File: config.mk
export PLATFORM = sky130hd
export DESIGN_NAME = exp_fixed
export DESIGN_NICKNAME = d
export VERILOG_FILES = /design/src/rtl/exp_fixed_pkg.sv /design/src/rtl/exp_fixed_lut.sv /design/src/rtl/exp_fixed.sv
export SDC_FILE = /design/constraint.sdc
export NUM_CORES = 2
export LEC_CHECK = 0
export ABC_AREA = 0
export CORE_AREA = 2 2 296 181
export CTS_CLUSTER_SIZE = 30
export DETAILED_ROUTE_END_ITERATION = 12
export DIE_AREA = 0 0 298 183
export PLACE_DENSITY_LB_ADDON = 0.2
export SETUP_SLACK_MARGIN = 0.15
export SLEW_MARGIN = 10
export SYNTH_ARGS = -nofsm -noshare
export SYNTH_HDL_FRONTEND = slang
export SYNTH_HIERARCHICAL = 1
export SYNTH_SLANG_ARGS = --single-unit
File: constraint.sdc
create_clock -name CLK -period 11.5 [get_ports CLK]
set_input_delay 2.3 -clock CLK [delete_from_list [all_inputs] [get_ports CLK]]
set_output_delay 2.3 -clock CLK [all_outputs]
set_load 0.1 [all_outputs]
File: src/rtl/exp_fixed_pkg.sv
// exp_fixed_pkg: shared widths, constants and state type for the exp_fixed slice
package exp_fixed_pkg;
  localparam int QW = 16;
  localparam int QF = 12;
  localparam int IW = 24;
  localparam int IF = 20;
  localparam logic signed [IW-1:0] LN2 = 24'sh0B1721;
  localparam logic [IW-1:0] ONE = 24'h100000;
  localparam logic [QW-1:0] SAT_X = 16'h2146;
  localparam logic [QW-1:0] SAT_Y = 16'h7FFF;
  typedef enum logic [1:0] {IDLE, REDUCE, ITER, SCALE} state_t;
endpackage

File: src/rtl/exp_fixed_lut.sv
// exp_fixed_lut: ln(1+2^-i) for i = 1..16 in Q3.20
module exp_fixed_lut
  import exp_fixed_pkg::*;
(
  input  logic [4:0]    idx,
  output logic [IW-1:0] lval
);
  always_comb begin
    lval = '0;
    case (idx)
      5'd1:  lval = 24'h067CC9;
      5'd2:  lval = 24'h0391FF;
      5'd3:  lval = 24'h01E270;
      5'd4:  lval = 24'h00F852;
      5'd5:  lval = 24'h007E0A;
      5'd6:  lval = 24'h003F81;
      5'd7:  lval = 24'h001FE0;
      5'd8:  lval = 24'h000FF8;
      5'd9:  lval = 24'h0007FE;
      5'd10: lval = 24'h000400;
      5'd11: lval = 24'h000200;
      5'd12: lval = 24'h000100;
      5'd13: lval = 24'h000080;
      5'd14: lval = 24'h000040;
      5'd15: lval = 24'h000020;
      5'd16: lval = 24'h000010;
      default: lval = '0;
    endcase
  end
endmodule

File: src/rtl/exp_fixed.sv
// exp_fixed: sequential shift-add e^x in Q3.12; EXP_FIXED_OVF_FLAG_EN adds the ovf port
module exp_fixed
  import exp_fixed_pkg::*;
#(
  parameter int N_ITER = 12
) (
  input  logic          CLK,
  input  logic          RST,
  input  logic          start,
  input  logic [QW-1:0] data,
  output logic [QW-1:0] output_data,
  output logic          busy,
  output logic          done
`ifdef EXP_FIXED_OVF_FLAG_EN
  ,
  output logic          ovf
`endif
);
  state_t state;
  logic signed [IW-1:0] r, l_i;
  logic [IW-1:0] y;
  logic signed [4:0] k;
  logic [4:0] i;
  logic sat_in, sat;
  logic [47:0] prod;
  logic [IW:0] y_c;
  logic [5:0] sh;
  logic [63:0] rnd;
  logic [43:0] q;
  logic [QW-1:0] res;

  exp_fixed_lut u_lut (.idx(i), .lval(l_i));

  // first-order y*(1+r) correction absorbs the residual left after the last iteration
  always_comb begin
    prod = {24'b0, y} * {24'b0, r};
    y_c = {1'b0, y} + 25'(prod >> IF);
    sh = 6'($signed({k[4], k}) + 6'sd12);
    rnd = ({39'b0, y_c} << sh) + 64'h80000;
    q = 44'(rnd >> IF);
    sat = sat_in || (q > 44'h7FFF);
    res = sat ? SAT_Y : q[QW-1:0];
  end

  always_ff @(posedge CLK) begin
    if (RST) begin
      state <= IDLE;
      output_data <= '0;
      busy <= 1'b0;
      done <= 1'b0;
      r <= '0;
      y <= '0;
      k <= '0;
      i <= '0;
      sat_in <= 1'b0;
`ifdef EXP_FIXED_OVF_FLAG_EN
      ovf <= 1'b0;
`endif
    end else begin
      done <= 1'b0;
      case (state)
        IDLE: if (start) begin
          r <= {data, 8'h00};
          y <= ONE;
          k <= '0;
          sat_in <= $signed(data) >= $signed(SAT_X);
          busy <= 1'b1;
          state <= REDUCE;
        end
        REDUCE: begin
          if (r[IW-1]) begin
            r <= r + LN2;
            k <= k - 5'sd1;
          end else if (r >= LN2) begin
            r <= r - LN2;
            k <= k + 5'sd1;
          end else begin
            i <= 5'd1;
            state <= ITER;
          end
        end
        ITER: begin
          if (r >= l_i) begin
            r <= r - l_i;
            y <= y + (y >> i);
          end
          i <= i + 5'd1;
          state <= (i == 5'(N_ITER)) ? SCALE : ITER;
        end
        SCALE: begin
          output_data <= res;
`ifdef EXP_FIXED_OVF_FLAG_EN
          ovf <= sat;
`endif
          done <= 1'b1;
          busy <= 1'b0;
          state <= IDLE;
        end
        default: state <= IDLE;
      endcase
    end
  end
endmodule
==> metrics.txt <==
EDFF count, synth 0; number of fill cells 4195; Syn Inst Count 3872; Hold Crit Class reg -> reg; Least-Margin Pin Slew roughly 1.2 ns; failing checks negative setup slack; DRC 0; FF+latch count, synth between 70 and 80; status complete, but fails checks; Final GP Congestion 1.033; first-pass detailed-route iteration total 7; R2R Setup Slk -0.04 ns; critical path peak fanout 8; I/O pin count 37; worst skew pair latency 0.38 ns; clock slew at reported path FFs 0.08 ns; final hold vios 0; Setup CP Type reg -> reg; Synth warnings 6; crit-path max cell delay 0.55 ns; CTS Buf Count 9; die area 54530 µm²; critical path endpoint output_data[4]; Top FF cell, synth dfxtp_1; Max Cap Viol 0; TritonCTS clock tree built; unrepaired setup endpoints after global routing true; WHS Path Cells 2; Max Fclk ~87 MHz; Area Overhead vs Synth 20.54%; fin nets 4957; first-pass GRT wire length 165300 µm; Global Route Usage Sum 38.93%; PD cells 102.0 nW/µm²; total routed wirelength around 110000 µm; post-route cell area about 37000 µm²; post-DP HPWL 85040 µm; asr flop ratio synth 0%; Initial Utilization 59.17%; initial antenna violation count 2; # setup viols final 8; vias in the first global route 28350; area of the core between 50000 and 60000 µm²; Setup WS pre-CTS -0.7188 ns; number of port buffers 36; reg2reg end output_data[4]; post-route setup slack -0.04070 ns; VDD IR max 161.2 µV; layout cells sized above 1 around a fifth; die height around 180 µm; initial DRC count 3176; slowest CP cell fa_1; Setup crit end kind register; crit path launch r[5]; number of clock sinks 79; Avg Inst Size Synth 7.929 µm²; fin crit share 100.4%; Seq/Total Area, Yosys 5.151%; clk_skew 0.01795 ns; via count 29270; depth of the CTS H-tree 3; mapped cell area a little over 30000 µm²; R2R depth 55; Critical Path AT 11.76 ns; RR Startpoint r[5]; drt wl/cell 21.48 µm; Core Rows 65; Slew Viols, Final 0; Root Driver clkbuf_16; clock buffer depth 2; CP required 11.72 ns; fin crit period 11.54 ns; Die Width 298 µm; Avg Vias per Cell 5.947; total grt overflow 0; largest net degree at the start of global routing 63; Routed Antenna Nets 0; CP startpoint kind register; Crit path top cell by count buf_4; Synth cell types a little over 100; Slew HR 20.82%; Placed Area ~35000 µm²; leak pwr about 18 nW
[layout by cell type, fill, tap and decap left out, types with 75 or more instances in the layout]
cell and n:
inv_1 594, buf_4 474, fa_1 469, nand2_1 467, and2_1 267, ha_1 226
nor2_1 192, a21oi_1 187, o21ai_0 98, nand3_1 75
[sequential cells by signal, indices dropped and copies added (netlist names)]
name / count
busy: 1
done: 1
i: 5
k: 5
output_data: 16
r: 24
sat_in: 1
state: 2
y: 24
[area by class of cell]
type | count | area (µm²) | area share (%)
Antenna cell | 1 | 2.502 | 0.006762
Clock buffer | 9 | 225.2 | 0.6086
Clock inverter | 7 | 72.57 | 0.1961
Inverter | 621 | 2333 | 6.305
Multi-Input combinational cell | 2918 | 26780 | 72.37
Sequential cell | 79 | 1683 | 4.547
Tap cell | 703 | 879.6 | 2.377
Timing Repair Buffer | 584 | 5029 | 13.59
[Yosys cell counts, types with 8 or more instances]
cell type  instances  area share [%]
o211ai_1          31            0.76
a21o_1            54             1.3
and3_1            16            0.33
mux2i_1           39             1.3
nand2b_1          26            0.53
a2111oi_0          9            0.26
a211oi_2          12            0.49
clkbuf_1         215             2.6
o31ai_1            9            0.22
nand2_1          486             5.9
buf_2              8            0.13
or3_1             20            0.41
o221ai_1          13            0.37
a211o_1           14            0.40
a21oi_1          205             3.3
mux4_2            16             1.2
or2_2             16            0.33
nor4b_1            8            0.23
nor2_1           197             2.4
xor2_1            49             1.4
nor3_1            63             1.0
o2111ai_1          9            0.26
inv_1            617             7.5
o22ai_1           26            0.53
nor4_1            14            0.29
o21bai_1          19            0.46
nand3_1           78             1.3
o21a_1            18            0.44
fa_1             483              31
a211oi_1          48             1.2
buf_1             27            0.33
nand4_1           28            0.57
nor2b_1           19            0.39
o21ai_0          113             1.8
a31oi_1           24            0.49
a311oi_1           8            0.23
xnor2_1           73             2.1
dfxtp_1           79             5.2
and2_1           282             5.7
mux2_2            16            0.59
ha_1             242             9.9
[critical path: cells and delay by family, from the launching register on]
family	cells	cell delay, ns
xor+xnor	2	0.33
fa+ha+maj	9	4.13
simple gates	3	0.55
flops	1	0.42
compound gates	24	3.91
buf+inv	17	1.99
[power by group]
| group | leakage (nW) | switching (mW) | internal (mW) |
|---|---|---|---|
| Clock | 0.144 | 0.145 | 0.154 |
| Sequential | 0.666 | 0.0652 | 0.320 |
| Combinational | 16.7 | 1.90 | 1.19 |
| Total | 17.5 | 2.11 | 1.66 |
[kinds of logic (layout without fill, tap and decap cells)]
group / count (synthesis) / in the layout / share of synthesized area, %
AND/OR/NAND/NOR: 1285 / 1285 / 20.39
buffers and inverters: 879 / 1221 / 10.90
adder cells (fa/ha/maj): 725 / 725 / 41.36
AO/OA/AOI/OAI: 710 / 710 / 15.68
XOR/XNOR: 122 / 122 / 3.480
flip-flops: 79 / 79 / 5.151
multiplexers: 71 / 71 / 3.032
other: 1 / 6 / 0.01221
[through the flow]
step / utilization (%) / hold slack [ns] / std cells / power, mW / setup TNS [ns]
floorplan: - / 0.4486 / 3876 / 2.116 / 0
global placement: 67.01 / 0.4621 / 4833 / 3.186 / -8.583
detailed placement: 67.01 / 0.4659 / 4833 / 3.170 / -10.22
CTS: 69.27 / 0.4813 / 4881 / 3.557 / 0
global route: 71.32 / 0.4918 / 4921 / 3.984 / -5.678
finish: 71.32 / 0.4828 / 4922 / 3.777 / -0.1271
[layer usage]
layer | share of wire, % | wire, µm | GRT usage (%) | up-vias
li1 | - | - | - | 13260
met1 | 45 | 47180 | 59.99 | 14090
met2 | 39 | 40920 | 52.31 | 1777
met3 | 15 | 15500 | 13.91 | 145
met4 | 2.0 | 2109 | 6.392 | 2
met5 | 0.012 | 13 | 0 | -
[how the worst min path moves through the flow]
stage,slack (ns),from,end
2_1_floorplan,0.45,k[3],k[3]
3_3_place_gp,0.46,output_data[15],output_data[15]
3_5_place_dp,0.47,output_data[15],output_data[15]
4_1_cts,0.48,output_data[15],output_data[15]
5_1_grt,0.49,output_data[15],output_data[15]
6_report,0.48,k[3],k[3]
[repair_timing]
| action | CTS | global route |
|---|---|---|
| hold endpoints to repair | 0 | 0 |
| gates resized for setup | 170 | 188 |
| endpoints found under the setup margin | 15 | 15 |
| setup buffers | 31 | 39 |
| gates cloned | 1 | 1 |
| hold buffers | 0 | 0 |
| pin swaps | 76 | 96 |
No activity file was read; power rests on OpenSTA's default activity.
